## src/rtl/fetch_stage_if.sv

```systemverilog
// Instruction-memory request channel: the fetch stage is the master and imem
// is the slave. The address is held stable by the master until ready is seen.
interface fetch_stage_if #(
  parameter int PC_WIDTH = 16
);
  logic                req;
  logic [PC_WIDTH-1:0] addr;
  logic [31:0]         rdata;
  logic                ready;

  modport master (
    output req,
    output addr,
    input  rdata,
    input  ready
  );

  modport slave (
    input  req,
    input  addr,
    output rdata,
    output ready
  );
endinterface

```

## src/rtl/fetch_stage.sv

```systemverilog
// Instruction-fetch stage: owns the PC, issues imem requests, and loads the
// IF/ID register with stall holding, branch redirect/flush and wait-state support.
module fetch_stage #(
  parameter int                  PC_WIDTH = 16,
  parameter logic [PC_WIDTH-1:0] RESET_PC = '0
) (
  input  logic                 clk,
  input  logic                 reset,
  fetch_stage_if.master        imem,
  input  logic                 stall,
  input  logic                 branch_taken,
  input  logic [PC_WIDTH-1:0]  branch_target,
  output logic [31:0]          if_id_instr,
  output logic [PC_WIDTH-1:0]  if_id_pc,
  output logic                 if_id_valid
);

  typedef enum logic [1:0] {
    IDLE  = 2'd0,
    FETCH = 2'd1,
    HOLD  = 2'd2,
    KILL  = 2'd3
  } state_t;

  state_t              state, state_next;
  logic [PC_WIDTH-1:0] pc, pc_next;
  logic [PC_WIDTH-1:0] pc_inc;
  logic [PC_WIDTH-1:0] pending, pending_next;
  logic [PC_WIDTH-1:0] hold_pc, hold_pc_next;
  logic [31:0]         hold_instr, hold_instr_next;
  logic                hold_valid, hold_valid_next;
  logic [31:0]         if_id_instr_next;
  logic [PC_WIDTH-1:0] if_id_pc_next;
  logic                if_id_valid_next;

  assign pc_inc    = pc + 1'b1;
  assign imem.req  = (state == FETCH) || (state == KILL);
  // In KILL the pc is left at the abandoned address, so addr stays stable
  // until the outstanding transfer drains; the redirect target waits in pending.
  assign imem.addr = pc;

  always_ff @(posedge clk or posedge reset) begin
    if (reset) begin
      state       <= IDLE;
      pc          <= RESET_PC;
      pending     <= RESET_PC;
      hold_pc     <= '0;
      hold_instr  <= 32'h0;
      hold_valid  <= 1'b0;
      if_id_instr <= 32'h0;
      if_id_pc    <= '0;
      if_id_valid <= 1'b0;
    end else begin
      state       <= state_next;
      pc          <= pc_next;
      pending     <= pending_next;
      hold_pc     <= hold_pc_next;
      hold_instr  <= hold_instr_next;
      hold_valid  <= hold_valid_next;
      if_id_instr <= if_id_instr_next;
      if_id_pc    <= if_id_pc_next;
      if_id_valid <= if_id_valid_next;
    end
  end

  always_comb begin
    state_next       = state;
    pc_next          = pc;
    pending_next     = pending;
    hold_pc_next     = hold_pc;
    hold_instr_next  = hold_instr;
    hold_valid_next  = hold_valid;
    if_id_instr_next = if_id_instr;
    if_id_pc_next    = if_id_pc;
    if_id_valid_next = if_id_valid;

    unique case (state)
      IDLE: begin
        state_next = FETCH;
      end

      FETCH: begin
        if (branch_taken) begin
          if_id_valid_next = 1'b0;
          if (imem.ready) begin
            pc_next = branch_target;
          end else begin
            pending_next = branch_target;
            state_next   = KILL;
          end
        end else if (imem.ready && !stall) begin
          if_id_instr_next = imem.rdata;
          if_id_pc_next    = pc;
          if_id_valid_next = 1'b1;
          pc_next          = pc_inc;
        end else if (imem.ready) begin
          // Downstream is full: park the returned word instead of refetching.
          hold_instr_next = imem.rdata;
          hold_pc_next    = pc;
          hold_valid_next = 1'b1;
          state_next      = HOLD;
        end else if (!stall) begin
          if_id_valid_next = 1'b0;
        end
      end

      HOLD: begin
        if (branch_taken) begin
          hold_valid_next  = 1'b0;
          if_id_valid_next = 1'b0;
          pc_next          = branch_target;
          state_next       = FETCH;
        end else if (!stall && hold_valid) begin
          if_id_instr_next = hold_instr;
          if_id_pc_next    = hold_pc;
          if_id_valid_next = 1'b1;
          hold_valid_next  = 1'b0;
          pc_next          = pc_inc;
          state_next       = FETCH;
        end
      end

      KILL: begin
        if (branch_taken || !stall) begin
          if_id_valid_next = 1'b0;
        end
        if (imem.ready) begin
          pc_next    = branch_taken ? branch_target : pending;
          state_next = FETCH;
        end else if (branch_taken) begin
          pending_next = branch_target;
        end
      end

      default: begin
        state_next = IDLE;
      end
    endcase
  end

endmodule

```

## src/flat_wrapper.sv

```systemverilog
// flat-port wrapper written by rule: the top's interface ports become plain ports
module fetch_stage_flat 
#(
  parameter int                  PC_WIDTH = 16,
  parameter logic [PC_WIDTH-1:0] RESET_PC = '0
)
  (clk, reset, stall, branch_taken, branch_target, if_id_instr, if_id_pc, if_id_valid, imem_req, imem_addr, imem_rdata, imem_ready);
  fetch_stage_if #(.PC_WIDTH(PC_WIDTH)) imem_i ();
  input  logic clk;
  input  logic reset;
  input  logic stall;
  input  logic branch_taken;
  input  logic [PC_WIDTH-1:0] branch_target;
  output logic [31:0] if_id_instr;
  output logic [PC_WIDTH-1:0] if_id_pc;
  output logic if_id_valid;
  output wire logic [$bits(imem_i.req)-1:0] imem_req;
  output wire logic [$bits(imem_i.addr)-1:0] imem_addr;
  input wire logic [$bits(imem_i.rdata)-1:0] imem_rdata;
  input wire logic [$bits(imem_i.ready)-1:0] imem_ready;
  assign imem_req = imem_i.req;
  assign imem_addr = imem_i.addr;
  assign imem_i.rdata = imem_rdata;
  assign imem_i.ready = imem_ready;
  fetch_stage #(.PC_WIDTH(PC_WIDTH), .RESET_PC(RESET_PC)) u_core (.clk(clk), .reset(reset), .imem(imem_i), .stall(stall), .branch_taken(branch_taken), .branch_target(branch_target), .if_id_instr(if_id_instr), .if_id_pc(if_id_pc), .if_id_valid(if_id_valid));
endmodule
```

## config.mk

```make
export PLATFORM = sky130hd
export DESIGN_NAME = fetch_stage_flat
export DESIGN_NICKNAME = d
export VERILOG_FILES = /design/src/rtl/fetch_stage_if.sv /design/src/rtl/fetch_stage.sv /design/src/flat_wrapper.sv
export SDC_FILE = /design/constraint.sdc
export NUM_CORES = 1
export LEC_CHECK = 0
export CELL_PAD_IN_SITES_DETAIL_PLACEMENT = 2
export CELL_PAD_IN_SITES_GLOBAL_PLACEMENT = 2
export CORE_UTILIZATION = 37
export CTS_CLUSTER_DIAMETER = 120
export DETAILED_ROUTE_END_ITERATION = 8
export HOLD_SLACK_MARGIN = 0.15
export PLACE_DENSITY_LB_ADDON = 0.3
export SLEW_MARGIN = 40
export SYNTH_ARGS = -nofsm -noshare
export SYNTH_HDL_FRONTEND = slang
export SYNTH_SLANG_ARGS = --single-unit
```

## constraint.sdc

```tcl
create_clock -name clk -period 8.17 [get_ports clk]
set_input_delay 2.0425 -clock clk [delete_from_list [all_inputs] [get_ports clk]]
set_output_delay 2.0425 -clock clk [all_outputs]
set_load 0.03 [all_outputs]
```

==> impl_metrics.py <==
metrics = {
    "synthesis": {
        "yosys.area_share.adder_pct": 0.200,
        "ys_seq_area_share_pct": 52.8,
        "synth_edf_count": 0,
        "netlist_instances": 544,
        "synth_warnings": 0,
        "synthXorXnorAreaFrac_pct": 0.420,
        "postSynthAreaPerCell_um2": 11.5,
        "synth_area_leaders": "dfrtp_1, mux2_2, mux2i_1",
        "ys_ff_latch": 132,
        "synth_common_cells": "dfrtp_1, mux2_2, nand2_1",
        "synth_top_area_cell": "dfrtp_1",
        "yosysMostFrequentCell": "dfrtp_1",
        "syn_area_mm2": 0.00626,
        "synth.top_cell.area_share_pct": 52.8,
        "synth_compound_area_share_pct": 12.4,
        "async_flop_share_pct": 100,
        "synthSimpleGateAreaFrac_pct": 10.2,
        "syn-num-nets": 598,
        "yosysUniqueCellTypes": 57,
        "muxShareOfSynthArea_pct": 19.5,
        "synth_top_family_by_area": "multiplexers",
        "ys.flop_type": "dfrtp_1",
    },
    "clocking": {
        "root_buffer": "clkbuf_16",
        "cts_tree": "done",
        "cts-buffers-inserted": 17,
        "cts_hold_buf": 0,
        "cts_buffer_depth": 2,
        "clkSinkCount": 132,
        "postCtsSetupBuffers": 0,
        "cts_resized": 0,
        "clk_pin_slew_ns": 0.06,
        "worst_skew_pair.late_latency_ns": 0.43,
        "cts.htree.levels": 4,
    },
    "sta": {
        "period_needed_ns": 3.98,
        "drv_slew": 0,
        "rsz0062_at_grt": "no",
        "fin_skew_ns": 0.00816,
        "fin_tns_setup_ns": 0,
        "whs_ns": 0.482,
        "period_share_pct": 48.7,
        "max_freq_mhz": 251,
        "tightest_slew_ns": 0.728,
        "setup_viol": 0,
        "relSlewSlack_pct": 51.5,
        "hold_viol": 0,
        "setup_slack_ns": 4.19,
    },
    "min_path": {
        "min_path_cells": 2,
        "min_to": "u_core.if_id_instr[21]",
        "hp-start": "u_core.if_id_instr[21]",
        "hold_path.class": "register to register",
    },
    "layout": {
        "antenna_cells": 0,
        "post-route-util_pct": 49.5,
        "n_fill_cell": 1598,
        "fin_area_mm2": 0.00818,
        "seq_area_mm2": 0.00330,
        "area_growth_pct": 30.8,
        "drive_above_1_share_pct": 17.9,
        "fin_nets": 697,
        "layout.cells.non_filler": 875,
        "multiInputGateArea_mm2": 0.00268,
    },
    "critical_path": {
        "cp_data_required_time_ns": 8.48,
        "worstSetupPathType": "input pin to register",
        "reg2regPathDepth": 4,
        "worstSetupStartpoint": "branch_taken",
        "cp_common_cell": "buf_4",
        "path_cells": "clkdlybuf4s50_1 > buf_4 > nor2b_1 > nand3_2 > buf_4 > mux2_2",
        "cp-end-kind": "register",
        "worstPathMaxFanout": 50,
        "crit_arrival_ns": 4.29,
        "cp_slowest_cell": "buf_4",
        "start_kind": "input pin",
        "r2r_setup_slack_ns": 5.90,
        "r2r_start": "u_core.state[1]",
        "r2r_end": "u_core.hold_pc[10]",
        "worst_path_largest_cell_delay_ns": 0.53,
    },
    "grt": {
        "use_met1_pct": 29.3,
        "gr-total-overflow": 0,
        "grtUsageTotal_pct": 23.5,
        "met3_usage_pct": 4.92,
        "grt_pass1_vias": 5410,
        "antenna_found_initial": 0,
        "grt_pass1_wl_um": 31300,
        "grt_max_degree": 97,
        "top_usage_layer": "met2",
        "grtUsageMet2_pct": 40.3,
    },
    "floorplanning": {
        "die_area_mm2": 0.0174,
        "start_util_pct": 37.9,
        "fp.dieH_um": 132,
        "fp.coreArea_mm2": 0.0165,
        "fp.dieW_um": 132,
        "core.rowCount": 47,
        "io_pins": 119,
    },
    "routing": {
        "viasPerCell": 5.45,
        "drt_first_iter_violations": 215,
        "ant_nets": 0,
        "num_vias": 4772,
        "remaining_drc_errors": 0,
        "firstDrtPassIters": 4,
        "wl_per_cell_um": 21.8,
        "routed_wl_um": 19100,
    },
    "placed_design": {
        "dp.cells": 844,
        "dpl.hpwl_um": 11800,
        "place_ws_ns": 3.81,
        "portBuffers": 118,
        "gp_congestion": 0.803,
        "placed_area_mm2": 0.00752,
    },
    "flow_run": {
        "max-cap-violations": 0,
    },
    "pwr": {
        "p_comb_share_pct": 30.2,
        "total_power_mw": 2.73,
        "clkPwrFrac_pct": 31.4,
        "netSwitchingFraction_pct": 34.7,
        "ir_drop_v": 0.000190,
        "power_density_mw_per_mm2": 334,
        "sequentialPowerShare_pct": 38.4,
        "p_leak_nw": 3.71,
        "p_switching_uw": 949,
        "internal-power_mw": 1.79,
    },
    "run_status": {
        "status": "finished clean",
    },
}
-- critical path: cells and delay by family --
family,cells,cell delay (ns)
mux,1,0.42
buf+inv,3,1.44
simple gates,2,0.32
-- layer usage --
| metal | up-vias | wire length (um) |
|---|---|---|
| met4 | 0 | 362 |
| met5 | - | 0 |
| met1 | 2461 | 8310 |
| met3 | 31 | 711 |
| li1 | 2157 | - |
| met2 | 123 | 9700 |
-- sequential cells by signal, summed over array words and instances, names as in the netlist --
| register | count |
|---|---|
| u_core.hold_instr | 32 |
| u_core.if_id_instr | 32 |
| u_core.hold_pc | 16 |
| u_core.if_id_pc | 16 |
| u_core.imem.addr | 16 |
| u_core.pending | 16 |
| u_core.state | 2 |
| u_core.hold_valid | 1 |
| u_core.if_id_valid | 1 |
-- power by group through the flow --
stage	registers, mW	logic [mW]	clock network, mW
after floorplan	1.18	0.319	0
after global placement	1.03	0.781	0
after detailed placement	1.05	0.812	0
after CTS	1.05	0.836	0.872
after global routing	1.08	0.881	0.897
final	1.05	0.825	0.859
-- cell families after synthesis --
logic type      count (synthesis)
compound gates                121
xor+xnor                        3
fa+ha+maj                       1
buf+inv                        47
flops                         132
mux                           114
simple gates                  126
-- placed cells by master (no fill, tap or decap), drive strengths merged, types with 3 or more instances in the layout --
cell type      netlist  layout
nor4                 4       4
a31oi                7       7
o31ai                6       6
bufinv               0       5
nor3                 3       3
and3                 4       4
clkinv               0       5
nand4                4       4
a211o                4       4
nand2               61      61
clkdlybuf4s50        0     118
nand2b               5       5
a21oi               11      11
o22a                 4       4
nor3b                4       4
a211oi               6       6
a21o                 3       3
nor2                15      15
dfrtp              132     132
inv                  3       4
mux2                65      65
nor2b                4       4
nand3               12      12
buf                 23       6
o21ai               60      60
o211ai               8       8
o31a                 3       3
clkbuf              21      19
mux2i               49      49
-- worst max path at each step --
stage               cells past startpoint               endpoint  slack (ns)
detailed placement                      6  u_core.hold_instr[12]        3.81
CTS                                     6     u_core.hold_pc[10]        4.19
global route                            6  u_core.hold_instr[24]        4.07
finish                                  6     u_core.hold_pc[10]        4.19
floorplan                               1   u_core.hold_instr[0]        2.60
global placement                        6     u_core.hold_pc[14]        3.90
-- final cells by class --
| cell class | instances | share of cell area [%] |
|---|---|---|
| inverter | 3 | 0.199 |
| timing repair buffer | 124 | 15.2 |
| clock inverter | 12 | 2.48 |
| multi-input combinational | 365 | 32.8 |
| sequential | 132 | 40.4 |
| tap | 220 | 3.36 |
| clock buffer | 19 | 5.54 |
No activity file was read; power rests on OpenSTA's default activity.
